`src/rtl/dmem_mmio_responder.sv`:
```
// Data-memory responder: forwards low addresses to dmem and serves a
// small MMIO block (status, tx FIFO, cycle counter, scratch) at the top.
module dmem_mmio_responder #(
    parameter int          FIFO_DEPTH = 4,
    parameter logic [11:0] MMIO_BASE  = 12'hF00
) (
    input  logic        clock,
    input  logic        reset,
    input  logic [11:0] address,
    input  logic [31:0] data,
    input  logic        wren,
    output logic [31:0] q,
    output logic [11:0] mem_address,
    output logic [31:0] mem_data,
    output logic        mem_wren,
    input  logic [31:0] mem_q,
    output logic [31:0] out_data,
    output logic        out_valid,
    input  logic        out_ready
);

    localparam int PW = $clog2(FIFO_DEPTH);
    localparam int CW = $clog2(FIFO_DEPTH + 1);

    logic [31:0]   fifo_q [FIFO_DEPTH];
    logic [31:0]   fifo_d [FIFO_DEPTH];
    logic [PW-1:0] head_q, head_d;
    logic [PW-1:0] tail_q, tail_d;
    logic [CW-1:0] count_q, count_d;
    logic          ovf_q, ovf_d;
    logic [31:0]   cycle_q, cycle_d;
    logic [31:0]   scratch_q, scratch_d;
    logic          sel_q, sel_d;
    logic [31:0]   rdata_q, rdata_d;

    logic        is_mmio;
    logic [11:0] off;
    logic        sel_status, sel_tx, sel_cycle, sel_scratch;
    logic        empty, full, push, pop, do_push;
    logic [31:0] status;

    assign is_mmio     = address >= MMIO_BASE;
    assign off         = address - MMIO_BASE;
    assign sel_status  = is_mmio && (off == 12'd0);
    assign sel_tx      = is_mmio && (off == 12'd1);
    assign sel_cycle   = is_mmio && (off == 12'd2);
    assign sel_scratch = is_mmio && (off == 12'd3);

    assign mem_address = address;
    assign mem_data    = data;
    assign mem_wren    = wren && !is_mmio;

    assign empty     = (count_q == '0);
    assign full      = (count_q == CW'(FIFO_DEPTH));
    assign out_valid = !empty;
    assign out_data  = fifo_q[head_q];
    assign pop       = out_valid && out_ready;
    assign push      = wren && sel_tx;
    // A pop frees the head slot this edge, so a full FIFO still accepts.
    assign do_push   = push && (!full || pop);

    assign status = {23'd0, ovf_q, 6'(count_q), full, empty};

    assign q = sel_q ? rdata_q : mem_q;

    always_comb begin
        fifo_d    = fifo_q;
        head_d    = head_q;
        tail_d    = tail_q;
        count_d   = count_q;
        ovf_d     = ovf_q;
        cycle_d   = cycle_q + 32'd1;
        scratch_d = scratch_q;
        sel_d     = is_mmio;
        rdata_d   = '0;

        if (do_push) begin
            fifo_d[tail_q] = data;
            tail_d         = tail_q + 1'b1;
        end
        if (pop) begin
            head_d = head_q + 1'b1;
        end
        if (do_push && !pop) begin
            count_d = count_q + 1'b1;
        end else if (!do_push && pop) begin
            count_d = count_q - 1'b1;
        end

        if (push && full && !pop) begin
            ovf_d = 1'b1;
        end else if (wren && sel_status) begin
            ovf_d = 1'b0;
        end

        if (wren && sel_cycle) begin
            cycle_d = data;
        end
        if (wren && sel_scratch) begin
            scratch_d = data;
        end

        unique case (1'b1)
            sel_status:  rdata_d = status;
            sel_cycle:   rdata_d = cycle_q;
            sel_scratch: rdata_d = scratch_q;
            default:     rdata_d = '0;
        endcase
    end

    always_ff @(posedge clock or negedge reset) begin
        if (!reset) begin
            for (int i = 0; i < FIFO_DEPTH; i++) begin
                fifo_q[i] <= '0;
            end
            head_q    <= '0;
            tail_q    <= '0;
            count_q   <= '0;
            ovf_q     <= 1'b0;
            cycle_q   <= '0;
            scratch_q <= '0;
            sel_q     <= 1'b0;
            rdata_q   <= '0;
        end else begin
            fifo_q    <= fifo_d;
            head_q    <= head_d;
            tail_q    <= tail_d;
            count_q   <= count_d;
            ovf_q     <= ovf_d;
            cycle_q   <= cycle_d;
            scratch_q <= scratch_d;
            sel_q     <= sel_d;
            rdata_q   <= rdata_d;
        end
    end

endmodule

```
`config.mk`:
```
export PLATFORM = sky130hd
export DESIGN_NAME = dmem_mmio_responder
export DESIGN_NICKNAME = d
export VERILOG_FILES = /design/src/rtl/dmem_mmio_responder.sv
export SDC_FILE = /design/constraint.sdc
export NUM_CORES = 1
export LEC_CHECK = 0
export CAP_MARGIN = 15
export CORE_MARGIN = 2
export CORE_UTILIZATION = 54
export CTS_CLUSTER_SIZE = 24
export DETAILED_ROUTE_END_ITERATION = 10
export PLACE_DENSITY = 0.85
export SYNTH_ARGS = -nofsm -noshare
export SYNTH_HDL_FRONTEND = slang
export SYNTH_SLANG_ARGS = --single-unit
```
`constraint.sdc`:
```
create_clock -name clock -period 2.4 [get_ports clock]
set_input_delay 0.48 -clock clock [delete_from_list [all_inputs] [get_ports clock]]
set_output_delay 0.48 -clock clock [all_outputs]
set_load 0.05 [all_outputs]
```
After elaboration in Yosys (flattened, before gate mapping)
Cells that the tools add are included.

Output and inout port bits: 110. Input port bits: 80. Logic and storage cells: 67. Flip-flop bits (word level): 233.

Bitwise operators: 2. Equality and inequality tests: 4. Add/subtract/negate cells: 6. Mux-type cells: 13. Reductions and logical operators: 26. Order comparisons: 4.

Operator list (count): 32-bit 2-to-1 mux (5); 128-bit bitwise mux (1); 32-bit one-hot mux with 3 select lines (1); 32-bit binary-select mux with 2-bit select (1); 32-bit demux with 2-bit select (1); 32-bit by 1-bit adder with 32-bit output, second input constant (1); 12-bit by 2-bit == test with 1-bit output, second input constant (2); 1-bit logical AND (16); 12-bit by 1-bit == test with 1-bit output, second input constant (1); 12-bit >= comparator, second input constant (1); 12-bit logical NOT (1); 12-bit subtractor, second input constant (1); 3-bit >= comparator, second input constant (2); 3-bit 2-to-1 mux (2); 2-bit inverter with 3-bit output (2); 1-bit logical NOT (5); 2-bit by 1-bit adder with 2-bit output, second input constant (2); 2-bit nonzero test (2); 3-bit by 1-bit adder with 3-bit output, second input constant (1); 3-bit == test, second input constant (1); 3-bit logical NOT (1); 3-bit by 1-bit less-than comparator with 1-bit output, second input constant (1); 3-bit by 1-bit subtractor with 3-bit output, second input constant (1); 1-bit 2-to-1 mux (2); 1-bit logical OR (1).

Longest topological paths before layout
Gate-level depths: netlist of the first run.

Depth after elaboration: 9. Depth in mapped cells: 10. Depth with buffers taken out: 10.

Least setup slack after synthesis of the first run
OpenSTA, ideal clock, no wires.

Path type: input-to-reg. From: input address[3]. To: register count_q[2]. Slack: -159 ps. Required time: 2321 ps. Arrival time: 2480 ps. Buffers on the path: 0. Setup time: 79 ps. Stages on the path: 9. Cells stage by stage: nor4_4 > nand3b_2 > nor3_4 > ha_1 > inv_1 > fa_1 > xor2_1 > nor2_1 > xor2_1.

Longest elaborated chain between the ends: 8. Elaborated cells on any way between the ends: 11. Those cells by class: 1 x add/sub; 1 x order compare; 1 x eq/ne; 1 x mux; 7 x reduce/logical.

RTL lines: start, declared (RTL line 9) `input logic [11:0] address,`; 12-bit subtractor (RTL line 43) `assign off = address - MMIO_BASE;`; 12-bit by 1-bit == test with 1-bit output (RTL line 45) `assign sel_tx = is_mmio && (off == 12'd1);`; 1-bit logical AND (*) (RTL line 45); 1-bit logical AND (*) (RTL line 58) `assign push = wren && sel_tx;`; 1-bit logical AND (*) (RTL line 60) `assign do_push = push && (!full || pop);`; net do_push (RTL line 39) `logic empty, full, push, pop, do_push;`; 1-bit logical NOT (RTL line 86) `end else if (!do_push && pop) begin`; 1-bit logical AND (RTL line 86); 2-bit nonzero test (no line); end signal, assigned (RTL line 128) `count_q <= count_d;`; end, declared (RTL line 29) `logic [CW-1:0] count_q, count_d;`.

Mark *: on every way through the listed nets, which the timed path passes. The rest lies on a longest branch. A chain may end at the register's enable or synchronous reset.

Final worst setup path of the first run
From: register head_q[0]. To: output out_data[14].

Longest elaborated chain between the ends: 4.

RTL lines: start, declared (RTL line 27) `logic [PW-1:0] head_q, head_d;`; start signal, assigned (RTL line 116) `head_q <= '0;`; start signal, assigned (RTL line 126) `head_q <= head_d;`; 2-bit inverter with 3-bit output (implied by the code) (RTL line 56) `assign out_data = fifo_q[head_q];`; 32-bit binary-select mux with 2-bit select (RTL line 56); 32-bit 2-to-1 mux (implied by the code) (2 in series) (RTL line 56); end, declared (RTL line 17) `output logic [31:0] out_data,`.

Every way passes these cells. The select of a mux whose other input is x is not followed.

==> results.json, run 1 <==
{
  "met2WireLength_um": 13900,
  "synth_flop_cell": "dfrtp_1",
  "drt_iter0_drc": 528,
  "ys_types": 35,
  "synth_compound_area_share_pct": 4.09,
  "cp-start-kind": "register",
  "final_util_pct": 75.2,
  "antenna_found_initial": 0,
  "area_delta_synth_final_pct": 35.7,
  "synthAdderAreaFrac_pct": 0.840,
  "status": "finished clean",
  "crit_type": "reg -> out",
  "drtAntennaViolNets": 0,
  "rows": 52,
  "met1Wirelength_um": 11000,
  "highest_layer": "met4",
  "worst_slack_ns": 0.0147,
  "synthCells": 785,
  "cap_violations": 0,
  "maxSlewViolCount": 0,
  "crit_path_top_delay_cell": "mux4_2",
  "drive_gt1_share_pct": 44.8,
  "ys_seq_elements": 233,
  "diodes": 0,
  "drt_wl_total_um": 27300,
  "drt-wirelength-per-cell_um": 22.0,
  "vdd_drop_max_v": 0.000651,
  "worstMarginPinSlew_ns": 0.484,
  "fin_skew_ns": 0.00954,
  "dieArea_um2": 22100,
  "fmax_mhz": 419,
  "period_share_pct": 99.4,
  "die_w_um": 149,
  "grt_max_degree": 71,
  "htreeDepth": 1,
  "crit_path_frequent_cell": "buf_12",
  "slowest_delay_ns": 0.57,
  "cp.arrival_ns": 1.91,
  "grt_pass1_wl_um": 44300,
  "vias": 7226,
  "fin_nets": 1043,
  "core-area_um2": 20400,
  "syn_area_um2": 11300,
  "synth_top_family_by_area": "multiplexers",
  "yosysWarnings": 0,
  "synthSimpleGateAreaFrac_pct": 5.47,
  "grt-ovfl-total": 0,
  "cp_top_family": "multiplexers",
  "synth_edf_count": 0,
  "cts_root_buffer": "clkbuf_16",
  "dr_wl_met3_um": 1580,
  "cts_buffers": 24,
  "critPathMaxFanout": 23,
  "synth_xor_area_share_pct": 2.79,
  "cts.reportedPaths.clkPinSlew_ns": 0.06,
  "min-delay-path-class": "in -> async",
  "muxShareOfSynthArea_pct": 29.7,
  "pin_count": 190,
  "die_y_um": 149,
  "syn_nets": 872,
  "vias_per_cell": 5.81,
  "grt_pass1_vias": 7978,
  "p_leak_nw": 7.47,
  "port_buffers": 189,
  "syn_area_per_cell_um2": 14.4,
  "critPathRequiredTime_ns": 1.92,
  "period_needed_ns": 2.39,
  "max_slew_margin_pct": 67.5,
  "dpl.hpwl_um": 17900,
  "hold_violations": 0,
  "grt_use_total_pct": 25.4,
  "clk_path_buf_depth": 3,
  "cts_tree": "done",
  "cp_num_buf_inv": 2,
  "clock-sinks": 233,
  "dr.pass1.iters": 6,
  "gp_congestion": 0.794,
  "drc": 0,
  "ys_seq_area_share_pct": 51.5,
  "end_kind": "output port",
  "initial_utilization_pct": 55.4,
  "rsz0062_at_grt": "true",
  "power_density_nw_per_um2": 637,
  "async_flop_share_pct": 100,
  "finalSetupViolations": 0,
  "worstSkewPairLatency_ns": 0.52,
  "post_cts_buffers": 0,
  "worstPathCellList": "buf_12, mux4_2, buf_12",
  "pre_cts_ws_ns": -0.319
}
## placed cells by master, fill, tap and decap left out, types with 7 or more instances in the layout
cell and instances:
xnor2_1 11, buf_12 119, a22o_1 26, xor2_1 25
mux2_2 74, mux4_2 32, nand2_1 17, clkbuf_8 7
nand3_1 15, a21oi_1 31, dfrtp_1 232, mux2_4 120
nor2_1 41, clkdlybuf4s50_1 78, inv_1 12, buf_4 30
clkbuf_16 25, nor3_1 7, nand4_1 14
## worst paths after layout
kind                       slack (ns)                endpoint                      start  depth (start not counted)
setup / recovery                 0.01            out_data[14]      head_q[0]$_DFFE_PN0P_                          3
hold / removal                   0.49  fifo_q[71]$_DFFE_PN0P_                      reset                          2
setup reg to reg                 0.21  count_q[1]$_DFFE_PN0P_     count_q[0]$_DFFE_PN0P_                          7
hold reg to reg                  0.50   rdata_q[31]$_DFF_PN0_  scratch_q[31]$_DFFE_PN0P_                          1
max in group asynchronous        1.10   rdata_q[22]$_DFF_PN0_                      reset                          3
min in group clock               0.50   rdata_q[31]$_DFF_PN0_  scratch_q[31]$_DFFE_PN0P_                          1
## state kept, by name (all words and copies together) (netlist names)
name / flops
rdata_q: 32
ovf_q: 1
sel_q: 1
head_q: 2
tail_q: 2
cycle_q: 32
scratch_q: 32
count_q: 3
fifo_q: 128
## routing by layer
metal  vias up  track usage, %
met5         -               0
met4         0            7.52
met3        67            4.13
met2       281            43.5
met1      3745            33.8
li1       3133               -
## worst register-to-register path, delay by kind of cell (launching register included)
family	cells	cell delay [ns]
adders and majority gates	2	0.60
buffers and inverters	2	0.25
and+or+nand+nor	2	0.44
DFF	1	0.50
muxes	1	0.26
## synth_stat cells, drive strengths merged, types with 3 or more instances
cell type,instances,area [um2]
a222oi,5,50.1
and4,3,26.3
nand4,14,87.6
a21oi,31,155
and3,3,18.8
xor2,25,219
nand2,21,109
nor2,43,161
nand3,16,80.1
mux2,194,2640
ha,6,75.1
nor3,10,61.3
clkbuf,21,78.8
mux4,32,721
nor4b,3,26.3
a22o,26,228
dfrtp,233,5830
inv,14,52.6
xnor2,11,96.3
buf,65,504
## cell type report
class	count	area [um2]
inverter	14	52.6
multi-input combinational	452	4890
clock buffer	36	737
sequential	233	5830
timing repair buffer	231	3430
tap	270	338
fill	1146	5070
clock inverter	8	73.8
## where the power goes
| part | leakage [nW] | switching, mW | internal [mW] | total (mW) |
|---|---|---|---|---|
| registers | 3.22 | 0.183 | 4.03 | 4.22 |
| clock network | 0.397 | 1.54 | 2.23 | 3.77 |
| logic | 3.85 | 0.969 | 0.836 | 1.80 |
## cell families after synthesis
family,after synthesis
fa+ha+maj,7
compound gates,66
simple gates,117
buf+inv,100
flops,233
xor+xnor,36
mux,226
## timing repair
item,CTS,global route
pin swaps,0,0
hold buffers,1,0
setup endpoints to repair,12,30
hold endpoints to repair,57,0
resized for setup,3,1
## through the flow
| stage | hold WS, ns | setup TNS, ns | instances | power [mW] | cell area, um2 |
|---|---|---|---|---|---|
| 6_report | 0.486 | 0 | 1244 | 9.79 | 15400 |
| 5_1_grt | 0.507 | -0.630 | 1244 | 10.1 | 15400 |
| 4_1_cts | 0.494 | -0.0261 | 1244 | 9.83 | 15400 |
| 3_5_place_dp | 0.439 | -25.60 | 1199 | 6.06 | 14500 |
| 3_3_place_gp | 0.443 | -15.35 | 1199 | 6.02 | 14500 |
| 2_1_floorplan | 0.184 | -0.126 | 785 | 5.23 | 11300 |
Note: power is estimated with default switching activity, not from simulation.
==> run 2: changes to the inputs <==
- SKIP_CTS_REPAIR_TIMING: not set -> 1
==> results.json, run 2 (synthesis results as in run 1) <==
{
  "status": "finished clean",
  "p_leak_nw": 7.47,
  "reg2reg_to": "count_q[1]$_DFFE_PN0P_",
  "port_buffers": 189,
  "grt-ovfl-total": 0,
  "grt_max_degree": 71,
  "drt_wl_total_um": 27300,
  "crit_path_frequent_cell": "buf_12",
  "initial_utilization_pct": 55.4,
  "stdcell_area_um2": 15400,
  "dpl.hpwl_um": 17900,
  "pin_count": 190,
  "p_sw_mw": 2.68,
  "die_w_um": 149,
  "power_density_nw_per_um2": 637,
  "drive_gt1_share_pct": 44.8,
  "crit_path_top_delay_cell": "mux4_2",
  "clock-sinks": 233,
  "crit_type": "reg -> out",
  "grt_pass1_wl_um": 44300,
  "cts_root_buffer": "clkbuf_16",
  "setup_tns_ns": 0,
  "pwr-share-seq_pct": 43.0,
  "p_sw_share_pct": 27.4,
  "cp-start-kind": "register",
  "diodes": 0,
  "pre_cts_ws_ns": -0.319,
  "largest_reg_flops": 128,
  "vias": 7212,
  "period_share_pct": 99.3,
  "r2r_setup_slack_ns": 0.22,
  "max_slew_margin_pct": 66.9,
  "clk_path_buf_depth": 3,
  "cts_tree": "done",
  "cts.reportedPaths.clkPinSlew_ns": 0.06,
  "htreeDepth": 1,
  "layout_commonest_cell": "dfrtp_1",
  "drt_iter0_drc": 548,
  "cap_violations": 0,
  "gp_congestion": 0.794,
  "drt-wirelength-per-cell_um": 21.9,
  "hold-worst-slack_ns": 0.485,
  "fin_skew_ns": 0.00976,
  "maxSlewViolCount": 0,
  "core-area_um2": 20400,
  "cts_buffers": 24,
  "die_y_um": 149,
  "reg2regPathDepth": 7,
  "drc": 0,
  "rsz0062_at_grt": "true",
  "dr.pass1.iters": 5,
  "grt_pass1_vias": 7945,
  "dpl_cell_area_um2": 14500,
  "slowest_delay_ns": 0.57,
  "cp.arrival_ns": 1.90,
  "critPathMaxFanout": 23,
  "r2r_start": "count_q[0]$_DFFE_PN0P_",
  "final_util_pct": 75.2,
  "final_cells": 1244,
  "fin_nets": 1043,
  "worstSkewPairLatency_ns": 0.52,
  "placedCellCount": 1199,
  "drtAntennaViolNets": 0,
  "critPathLaunch": "head_q[0]$_DFFE_PN0P_",
  "critPathRequiredTime_ns": 1.92,
  "fmax_mhz": 420,
  "largest-register": "fifo_q",
  "mostFrequentLayoutCells": "232 x dfrtp_1, 120 x mux2_4, 119 x buf_12",
  "finalSetupViolations": 0,
  "period_needed_ns": 2.38,
  "area_delta_synth_final_pct": 35.7,
  "p_int_mw": 7.10,
  "rows": 52,
  "worst_slack_ns": 0.0167,
  "hold_violations": 0,
  "power_mw": 9.78,
  "crit_end": "out_data[14]",
  "antenna_found_initial": 0,
  "comb_power_share_pct": 18.5,
  "dieArea_um2": 22100,
  "grt_use_total_pct": 25.4,
  "end_kind": "output port",
  "vdd_drop_max_v": 0.000604,
  "worstMarginPinSlew_ns": 0.496,
  "vias_per_cell": 5.80,
  "worstPathCellList": "buf_12, mux4_2, buf_12",
  "min-delay-path-class": "in -> async",
  "clkPwrFrac_pct": 38.5
}
run 2: cell types whose count changed in the layout (fill, tap and decap cells not counted):
| cell | change |
|---|---|
| dlymetal6s2s_1 | +1 |
| nor3_2 | +1 |
| dlygate4sd2_1 | -1 |
| nor3_4 | -1 |
run 2: how the worst min path moves through the flow:
| stage | start | to | slack, ns | depth (start not counted) |
|---|---|---|---|---|
| floorplan | reset | count_q[0]$_DFFE_PN0P_ | 0.18 | 0 |
| global placement | reset | fifo_q[103]$_DFFE_PN0P_ | 0.44 | 1 |
| detailed placement | reset | fifo_q[71]$_DFFE_PN0P_ | 0.44 | 1 |
| CTS | reset | fifo_q[71]$_DFFE_PN0P_ | -0.09 | 1 |
| global route | scratch_q[16]$_DFFE_PN0P_ | rdata_q[16]$_DFF_PN0_ | 0.51 | 1 |
| finish | reset | fifo_q[71]$_DFFE_PN0P_ | 0.48 | 2 |
run 2: power groups by stage:
| stage | Clock [mW] | Sequential [mW] | Combinational (mW) |
|---|---|---|---|
| global route | 3.98 | 4.22 | 1.91 |
| floorplan | 0 | 4.20 | 1.03 |
| CTS | 3.81 | 4.19 | 1.82 |
| detailed placement | 0 | 4.26 | 1.80 |
| finish | 3.77 | 4.21 | 1.81 |
| global placement | 0 | 4.25 | 1.77 |
run 2: layer usage:
metal	global-route usage (%)	part of all wire, %
met5	0	0
met1	34.1	41
met3	3.98	5.4
met4	7.24	2.6
met2	43.4	51
run 2: worst max-delay path: cells and delay by family, from the launching register on:
| kind | cells | cell delay [ns] |
|---|---|---|
| multiplexers | 1 | 0.57 |
| flip-flops | 1 | 0.39 |
| buffers and inverters | 2 | 0.40 |
run 2: area by class of cell:
class                      count  area [um2]
inverter                      14        52.6
clock inverter                 8        73.8
tap                          270         338
sequential                   233        5830
fill                        1148        5070
clock buffer                  36         737
timing repair buffer         231        3440
multi-input combinational    452        4890
